<file path="src/rtl/regfile_wb_arbiter_pkg.sv">
`default_nettype none
// ============================================================================
// Module : regfile_wb_arbiter_pkg
// Brief  : Shared parameters for the register-file write-back path.
//          Register file geometry, default requester count, the fixed
//          requester index assignment and a small ring-increment helper.
// Rev    : 1.0  initial release
// ============================================================================
package regfile_wb_arbiter_pkg;

  // Register file geometry: 16 x 24-bit registers, r0 hardwired to zero.
  localparam int RF_ADDR_W  = 4;
  localparam int RF_DATA_W  = 24;

  // Write-back requesters and the width of a requester index.
  localparam int WB_NUM_REQ = 3;
  localparam int WB_GID_W   = 2;

  // Fixed requester slots on the write-back bus.
  localparam int REQ_ALU    = 0;
  localparam int REQ_LOAD   = 1;
  localparam int REQ_MUL    = 2;

  // Index of the slot after idx on a ring of n slots.
  function automatic int rr_next(input int idx, input int n);
    return (idx + 1 >= n) ? 0 : idx + 1;
  endfunction

endpackage : regfile_wb_arbiter_pkg
`default_nettype wire

</file>
<file path="src/rtl/regfile_wb_arbiter_rr_pick.sv">
`default_nettype none
// ============================================================================
// Module : regfile_wb_arbiter_rr_pick
// Brief  : Combinational round-robin selector. Grants the first set bit of
//          req found by searching upward from ptr and wrapping at N-1 to 0.
// Ports  : req   [N-1:0]     request vector
//          ptr   [IDX_W-1:0] highest-priority index (must be < N)
//          grant [N-1:0]     one-hot grant, zero when req is zero
//          idx   [IDX_W-1:0] binary index of the granted bit
//          found             any request granted
// Rev    : 1.0  initial release
// ============================================================================
module regfile_wb_arbiter_rr_pick
  import regfile_wb_arbiter_pkg::*;
#(
  parameter int N     = WB_NUM_REQ,
  parameter int IDX_W = WB_GID_W
) (
  input  logic [N-1:0]     req,
  input  logic [IDX_W-1:0] ptr,
  output logic [N-1:0]     grant,
  output logic [IDX_W-1:0] idx,
  output logic             found
);

  logic [N-1:0] at_or_above;  // bit i set when i >= ptr
  logic [N-1:0] req_upper;    // requests in the [ptr, N-1] segment
  logic [N-1:0] search_vec;   // segment actually searched

  // Split the ring at ptr: requests at or above ptr win over those below,
  // which gives the wrapped search order ptr..N-1, 0..ptr-1 without any
  // variable rotation.
  always_comb begin
    at_or_above = '0;
    for (int i = 0; i < N; i++) begin
      at_or_above[i] = (IDX_W'(i) >= ptr);
    end
  end

  assign req_upper  = req & at_or_above;
  assign search_vec = (|req_upper) ? req_upper : req;
  assign found      = |req;

  // Lowest set bit of the searched segment. Scanning downward lets the
  // lowest index overwrite any higher one.
  always_comb begin
    idx = '0;
    for (int i = N - 1; i >= 0; i--) begin
      if (search_vec[i]) begin
        idx = IDX_W'(i);
      end
    end
  end

  always_comb begin
    grant = '0;
    for (int i = 0; i < N; i++) begin
      grant[i] = found && (idx == IDX_W'(i));
    end
  end

endmodule : regfile_wb_arbiter_rr_pick
`default_nettype wire

</file>
<file path="src/rtl/regfile_wb_arbiter.sv">
`default_nettype none
// ============================================================================
// Module : regfile_wb_arbiter
// Brief  : Write-back arbiter/sequencer for the single-write-port register
//          file. Grants one requester per cycle in round-robin order and
//          drives the write port from registers so it is stable across the
//          register file's negedge write. Writes to r0 are accepted but
//          never reach the port.
// Ports  : clk, rst_n            clock, async active-low reset
//          req_valid [NUM_REQ]   per-requester request, held until accepted
//          req_addr / req_data   packed per requester (i*W +: W)
//          req_ready [NUM_REQ]   one-hot combinational grant
//          wb_stall              suppresses all grants
//          wr_en/wr_addr/wr_data register file write port
//          wr_gid                requester whose write is on the port
//          busy                  any request pending or a write in flight
// Rev    : 1.0  initial release
// ============================================================================
module regfile_wb_arbiter
  import regfile_wb_arbiter_pkg::*;
#(
  parameter int NUM_REQ = WB_NUM_REQ,
  parameter int ADDR_W  = RF_ADDR_W,
  parameter int DATA_W  = RF_DATA_W,
  parameter int GID_W   = WB_GID_W
) (
  input  logic                      clk,
  input  logic                      rst_n,
  input  logic [NUM_REQ-1:0]        req_valid,
  input  logic [NUM_REQ*ADDR_W-1:0] req_addr,
  input  logic [NUM_REQ*DATA_W-1:0] req_data,
  output logic [NUM_REQ-1:0]        req_ready,
  input  logic                      wb_stall,
  output logic                      wr_en,
  output logic [ADDR_W-1:0]         wr_addr,
  output logic [DATA_W-1:0]         wr_data,
  output logic [GID_W-1:0]          wr_gid,
  output logic                      busy
);

  logic [GID_W-1:0]   rr_ptr;
  logic [GID_W-1:0]   rr_ptr_nxt;
  logic [NUM_REQ-1:0] pick_req;
  logic [NUM_REQ-1:0] pick_grant;
  logic [GID_W-1:0]   pick_idx;
  logic               pick_found;
  logic [ADDR_W-1:0]  sel_addr;
  logic [DATA_W-1:0]  sel_data;
  logic               xfer;

  // Requests are masked while in reset or stalled, so the grant vector
  // itself is zero and a requester can never see a ready it cannot use.
  assign pick_req = (rst_n && !wb_stall) ? req_valid : '0;

  regfile_wb_arbiter_rr_pick #(
    .N     (NUM_REQ),
    .IDX_W (GID_W)
  ) u_rr_pick (
    .req   (pick_req),
    .ptr   (rr_ptr),
    .grant (pick_grant),
    .idx   (pick_idx),
    .found (pick_found)
  );

  assign req_ready = pick_grant;

  // A grant implies valid, so any grant is a transfer on the next edge.
  assign xfer = pick_found;

  // One-hot mux of the granted requester's address and data.
  always_comb begin
    sel_addr = '0;
    sel_data = '0;
    for (int i = 0; i < NUM_REQ; i++) begin
      if (pick_grant[i]) begin
        sel_addr = req_addr[i*ADDR_W +: ADDR_W];
        sel_data = req_data[i*DATA_W +: DATA_W];
      end
    end
  end

  assign rr_ptr_nxt = GID_W'(rr_next(int'(pick_idx), NUM_REQ));

  always_ff @(posedge clk or negedge rst_n) begin
    if (!rst_n) begin
      wr_en   <= 1'b0;
      wr_addr <= '0;
      wr_data <= '0;
      wr_gid  <= '0;
      rr_ptr  <= '0;
    end else if (xfer) begin
      // r0 is hardwired: the request is consumed but the port stays idle.
      wr_en   <= (sel_addr != '0);
      wr_addr <= sel_addr;
      wr_data <= sel_data;
      wr_gid  <= pick_idx;
      rr_ptr  <= rr_ptr_nxt;
    end else begin
      wr_en   <= 1'b0;
    end
  end

  assign busy = (|req_valid) || wr_en;

endmodule : regfile_wb_arbiter
`default_nettype wire

</file>
<file path="config.mk">
export PLATFORM = sky130hd
export DESIGN_NAME = regfile_wb_arbiter
export DESIGN_NICKNAME = d
export VERILOG_FILES = /design/src/rtl/regfile_wb_arbiter_pkg.sv /design/src/rtl/regfile_wb_arbiter_rr_pick.sv /design/src/rtl/regfile_wb_arbiter.sv
export SDC_FILE = /design/constraint.sdc
export NUM_CORES = 1
export LEC_CHECK = 0
export ABC_CLOCK_PERIOD_IN_PS = 1800
export BUFFER_PORTS_ARGS = -buffer_cell sky130_fd_sc_hd__buf_4
export CAP_MARGIN = 15
export CORE_ASPECT_RATIO = 1.4
export CORE_UTILIZATION = 25
export CTS_BUF_LIST = sky130_fd_sc_hd__clkbuf_2 sky130_fd_sc_hd__clkbuf_4 sky130_fd_sc_hd__clkbuf_8
export DETAILED_ROUTE_END_ITERATION = 6
export PLACE_DENSITY = 0.61
export SYNTH_ARGS = -nofsm -noshare
export SYNTH_HDL_FRONTEND = slang
export SYNTH_HIERARCHICAL = 1
export SYNTH_SLANG_ARGS = --single-unit
export TNS_END_PERCENT = 100
</file>
<file path="constraint.sdc">
create_clock -name clk -period 1.8 [get_ports clk]
set_input_delay 0.09 -clock clk [delete_from_list [all_inputs] [get_ports clk]]
set_output_delay 0.09 -clock clk [all_outputs]
set_load 0.005 [all_outputs]
</file>
; ---- Yosys cells after proc, flatten, opt, wreduce, memory -nomap -nowiden
; Index checks and enable logic that the tools add are counted.
[totals]
ramBits = 0
n_memories = 0
romBits = 0
latch_bits = 0
register_bits = 33
[op_classes]
add_sub_neg = 1
multipliers = 0
n_eq_ne = 2
shift = 0
mux = 13
order_cmp = 4
div_mod_pow = 0
bitwise = 1
n_reduce_logical = 11
[op_table]
columns = cell, n
row1 = $mux 24, 3
row2 = $mux 4, 3
row3 = $reduce_or 3->1, 3
row4 = $mux 2, 4
row5 = $mux 3, 2
row6 = $ge 1x2->1 const A, 2
row7 = $logic_and 1x1->1, 4
row8 = $reduce_bool 4->1, 1
row9 = $add 2x1->3 const B, 1
row10 = $and 3x3->3, 1
row11 = $ge 3x2->1 const B, 1
row12 = $eq 2x1->1 const B, 1
row13 = $eq 2x2->1 const B, 1
row14 = $ge 2x2->1 const A, 1
row15 = $logic_not 2->1, 1
row16 = $logic_not 1->1, 1
row17 = $logic_or 1x1->1, 1
row18 = $mux 1, 1

; ---- Longest topological paths before layout
[logic_depth]
word_depth = 16
mapped_depth = 9

; ---- Cells and area by module
; The synthesis kept the hierarchy.
[modules_own_cells]
columns = mod, area_per_inst_um2, n_inst, cells_each
row1 = regfile_wb_arbiter, 1916.8, 1, 181
row2 = regfile_wb_arbiter_rr_pick, 95.1, 1, 13

; ---- Worst setup path after synthesis
; Ideal clock, no wire load.
[synth_path]
path_kind = register -> register
start = reg rr_ptr[0]
end = reg wr_data[0]
n_path_buf = 2
period_less_slack_ns = 1.921
path_slack_ns = -0.121
required_ns = 1.734
stages_incl_launch_ff = 8
setup_ns = 0.066
arrival_ns = 1.855
path_cell_list = dfrtp_1 -> xor2_1 -> a221oi_1 -> nor2b_1 -> buf_6 -> buf_6 -> a221o_1 -> a31o_1
[synth_between]
elab_chain_cells = 12
elab_cells_between_ends = 18
cone_classes = order compare: 3 / eq/ne: 2 / mux: 7 / bitwise: 1 / reduce/logical: 5
[synth_rtl]
columns = element, line
row1 = "start, declared", regfile_wb_arbiter.sv:41  ; logic [GID_W-1:0] rr_ptr;
row2 = "start signal, assigned", regfile_wb_arbiter.sv:98  ; rr_ptr <= rr_ptr_nxt;
row3 = $ge 1x2->1 / $ge 2x2->1 (equally long branches), regfile_wb_arbiter_rr_pick.sv:36  ; at_or_above[i] = (IDX_W'(i) >= ptr);
row4 = $and 3x3->3 (*), regfile_wb_arbiter_rr_pick.sv:40  ; assign req_upper = req & at_or_above;
row5 = $reduce_or 3->1, regfile_wb_arbiter_rr_pick.sv:41  ; assign search_vec = (|req_upper) ? req_upper : req;
row6 = $mux 3 (*), regfile_wb_arbiter_rr_pick.sv:41
row7 = $mux 2 (2 in series), regfile_wb_arbiter_rr_pick.sv:49  ; if (search_vec[i]) begin
row8 = $mux 2 (*), regfile_wb_arbiter_rr_pick.sv:49
row9 = $logic_not 2->1 (*), regfile_wb_arbiter_rr_pick.sv:58  ; grant[i] = found && (idx == IDX_W'(i));
row10 = $logic_and 1x1->1 (*), regfile_wb_arbiter_rr_pick.sv:58
row11 = named net req_ready[0], regfile_wb_arbiter.sv:32  ; output logic [NUM_REQ-1:0] req_ready,
row12 = $mux 24 (*) (3 in series), regfile_wb_arbiter.sv:76  ; if (pick_grant[i]) begin
row13 = "end signal, assigned", regfile_wb_arbiter.sv:96  ; wr_data <= sel_data;
row14 = "end, declared", regfile_wb_arbiter.sv:36  ; output logic [DATA_W-1:0] wr_data,
; The timed path passes the listed nets; every way through them passes the cells marked *.
; A chain may end at the register's enable or synchronous reset.

; ---- Worst setup path after layout
[layout_path]
start = reg rr_ptr[1]
end = reg wr_data[9]
[layout_between]
elab_chain_cells = 12
elab_cells_between_ends = 18
cone_classes = order compare: 3 / eq/ne: 2 / mux: 7 / bitwise: 1 / reduce/logical: 5
[layout_rtl]
columns = element, line
row1 = $ge 1x2->1 / $ge 2x2->1 (equally long branches), regfile_wb_arbiter_rr_pick.sv:36
row2 = $and 3x3->3 (*), regfile_wb_arbiter_rr_pick.sv:40
row3 = $reduce_or 3->1, regfile_wb_arbiter_rr_pick.sv:41
row4 = $mux 3 (*), regfile_wb_arbiter_rr_pick.sv:41
row5 = $mux 2 (2 in series), regfile_wb_arbiter_rr_pick.sv:49
row6 = $mux 2 (*), regfile_wb_arbiter_rr_pick.sv:49
row7 = $logic_not 2->1, regfile_wb_arbiter_rr_pick.sv:58
row8 = $logic_and 1x1->1, regfile_wb_arbiter_rr_pick.sv:58
row9 = $mux 24 (2 in series), regfile_wb_arbiter.sv:76
row10 = $mux 24 (*), regfile_wb_arbiter.sv:76
; Mark *: on every way between the ends. The rest lies on a longest branch, timed or not.

==> results_dict.tcl <==
set metrics [dict create \
    finalSetupViolCount 27 \
    first_global_vias 2038 \
    vias 2040 \
    combPwrFrac 0.341 \
    drv_slew 0 \
    path_max_fanout 24 \
    ir_worst_vdd_uv 261 \
    numCtsBuffers 5 \
    critPathRequiredTime_ns 2.02 \
    initial_utilization 0.258 \
    setup-tns-final_ns -0.476 \
    insertion_delay_ns 0.29 \
    rsz0062_at_grt "true" \
    violations "setup timing" \
    max_slew_margin 0.688 \
    grt_pass1_wl_um 9850 \
    syn-cell-area_sq_um 2010 \
    status "finished with violations" \
    dpl.hpwl_um 4570 \
    start_kind "flip-flop" \
    hold_class "input pin to flip-flop" \
    ant_nets 0 \
    clk_pin_slew_worst_paths_ns 0.07 \
    io_pins 125 \
    p_leak_nw 1.59 \
    dieArea_sq_um 8420 \
    die_w_um 77.8 \
    timing_hold_violations_final 0 \
    numPortBuffers 124 \
    worst_pin_slew_ns 0.467 \
    drive_gt1_frac 0.540 \
    maxCapViolCount 0 \
    gr-total-overflow 0 \
    clkPwrFrac 0.253 \
    utilization 0.433 \
    drc_errors 0 \
    p_int_w 0.00161 \
    antenna_cells 0 \
    num_rows 38 \
    synth_cell_type_count 25 \
    ctsRootBufferMaster "clkbuf_8" \
    cp.arrival_ns 2.07 \
    cts.htree.levels 2 \
    fin_skew_ns 0.00502 \
    grt_util_all_layers 0.150 \
    clock.fmax_mhz 542 \
    coreArea_sq_um 7800 \
    grt_antenna_before_repair 0 \
    dp_slack_ns -0.0809 \
    synth_cells 194 \
    final.min_clock_period_ns 1.84 \
    synth_fp_nets 284 \
    wl_um 6360 \
    fp.dieH_um 108 \
    hold_ws_ns 0.117 \
    gp_congestion 0.914 \
    swShare 0.279 \
    endpoint_kind "flip-flop" \
    p_per_area_nw_per_um2 662 \
    postSynthAreaPerCell_sq_um 10.4 \
    avgViaCountPerCell 4.77 \
    clock-sinks 33 \
    cts_tree "built" \
    area_delta_synth_final_pct 67.8 \
    setup_ws_ns -0.0449 \
    wl_per_cell_um 14.9 \
    layout.nets 417 \
    netlist_top_cells_area "dfrtp_1 41%, a221o_1 12%, a31o_1 10%, nor2b_1 10%, nand2b_1 7.5%" \
    synth_seq_area_share 0.410 \
    drt_pass1_iterations 4 \
    critPathKind "flip-flop to flip-flop" \
    first_iter_violations 68 \
    fin_crit_sh 1.02 \
    yosys.area.top_type "dfrtp_1" \
    sequentialPowerShare 0.407 \
    grt_max_degree 35 \
    synth_seq_cells 33 \
    p_switching_w 0.000624 \
    cts_buffer_depth 2 \
    ys_warn_count 6 \
    yosysTopAreaCellShare 0.410 \
]
==> cells in the final DEF (no fill, tap or decap), types with 2 or more instances in the layout <==
| cell type | netlist | layout |
|---|---|---|
| a21oi_2 | 0 | 8 |
| a221o_1 | 24 | 24 |
| a31o_1 | 24 | 24 |
| and2_1 | 3 | 3 |
| buf_12 | 0 | 5 |
| buf_4 | 0 | 136 |
| buf_6 | 3 | 2 |
| clkbuf_8 | 0 | 5 |
| clkinv_2 | 0 | 2 |
| dfrtp_1 | 33 | 31 |
| dfrtp_2 | 0 | 2 |
| inv_1 | 3 | 3 |
| mux2_2 | 7 | 5 |
| mux2_4 | 0 | 2 |
| nand2b_1 | 24 | 24 |
| nand3b_1 | 5 | 5 |
| nor2b_1 | 32 | 29 |
| nor2b_2 | 0 | 2 |
==> power groups by stage <==
| stage | clock network [W] | logic [W] | registers [W] |
|---|---|---|---|
| detailed placement | 0 | 0.000730 | 0.000918 |
| floorplan | 0 | 0.000298 | 0.000920 |
| CTS | 0.000592 | 0.000745 | 0.000908 |
| finish | 0.000564 | 0.000762 | 0.000908 |
| global placement | 0 | 0.000722 | 0.000917 |
| global route | 0.000623 | 0.000821 | 0.000921 |
==> worst max-delay path, stage by stage, from the launching register on <==
cell and delay, ns:
dfrtp_2 0.46, xor2_2 0.20, buf_4 0.16, a221oi_4 0.24, nor2b_4 0.22, buf_12 0.18
a221o_1 0.17, a31o_1 0.14
==> what timing repair did <==
action                                  in CTS  in global routing
endpoints found under the hold margin       33                  0
hold buffers                                 1                  0
setup buffers                                0                  3
endpoints found under the setup margin      26                 30
pin swaps                                    0                  3
resized for setup                            7                 12
==> routing by layer <==
layer | share of wire | track usage | up-vias
met5 | 0 | 0 | -
met4 | 0.011 | 0.0553 | 0
met3 | 0.051 | 0.0321 | 4
met2 | 0.55 | 0.277 | 76
met1 | 0.39 | 0.167 | 972
li1 | - | - | 988
==> metrics by stage <==
stage | total power, W | area (sq um) | cells
global route | 0.00236 | 3380 | 428
CTS | 0.00224 | 3310 | 425
floorplan | 0.00122 | 2040 | 194
global placement | 0.00164 | 3180 | 416
finish | 0.00223 | 3380 | 428
detailed placement | 0.00165 | 3180 | 416
==> registers in the layout (all words and copies together) (netlist names) <==
signal and count:
rr_ptr 2, wr_en 1, wr_addr 4, wr_gid 2, wr_data 24
==> cell type report <==
class / count / area, sq um
fillers: 775 / 4420
well taps: 100 / 125
clock buffers: 6 / 76.3
multi-input cells: 140 / 1170
flip-flops and latches: 33 / 828
repair buffers: 144 / 1150
inverters: 3 / 11.3
clock inverters: 2 / 10.0
==> final timing paths <==
path | from | end | slack (ns) | depth (start not counted)
setup / recovery | rr_ptr[1] | wr_data[9] | -0.04 | 7
hold / removal | req_data[66] | wr_data[18] | 0.12 | 3
setup reg to reg | rr_ptr[1] | wr_data[9] | -0.04 | 7
hold reg to reg | wr_addr[2] | wr_addr[2] | 0.51 | 1
max in group asynchronous | rst_n | rr_ptr[0] | 1.06 | 3
min in group asynchronous | rst_n | wr_addr[2] | 0.38 | 3
==> synthesized netlist by cell type <==
cell and instances:
a21oi_1 9, a221o_1 24, a221oi_1 1, a31o_1 24, and2_1 3, buf_1 2
buf_2 4, buf_6 3, clkbuf_1 8, clkbuf_2 1, dfrtp_1 33, inv_1 3
mux2_2 7, nand2_1 1, nand2b_1 24, nand3b_1 5, nor2_1 1, nor2b_1 32
o211a_1 2, o21ai_0 1, o221a_2 2, o41a_1 1, or3_1 1, or4_1 1
xor2_1 1
==> cells by family (layout without fill, tap and decap cells) <==
kind of cell           Yosys count  in the layout  share of synthesized area
AND/OR/NAND/NOR                 68             68                      0.213
AO/OA/AOI/OAI                   64             64                      0.280
flip-flops                      33             33                      0.410
buffers and inverters           21            155                     0.0535
multiplexers                     7              7                     0.0392
XOR/XNOR                         1              1                    0.00435
(Power assumes the default switching activity.)
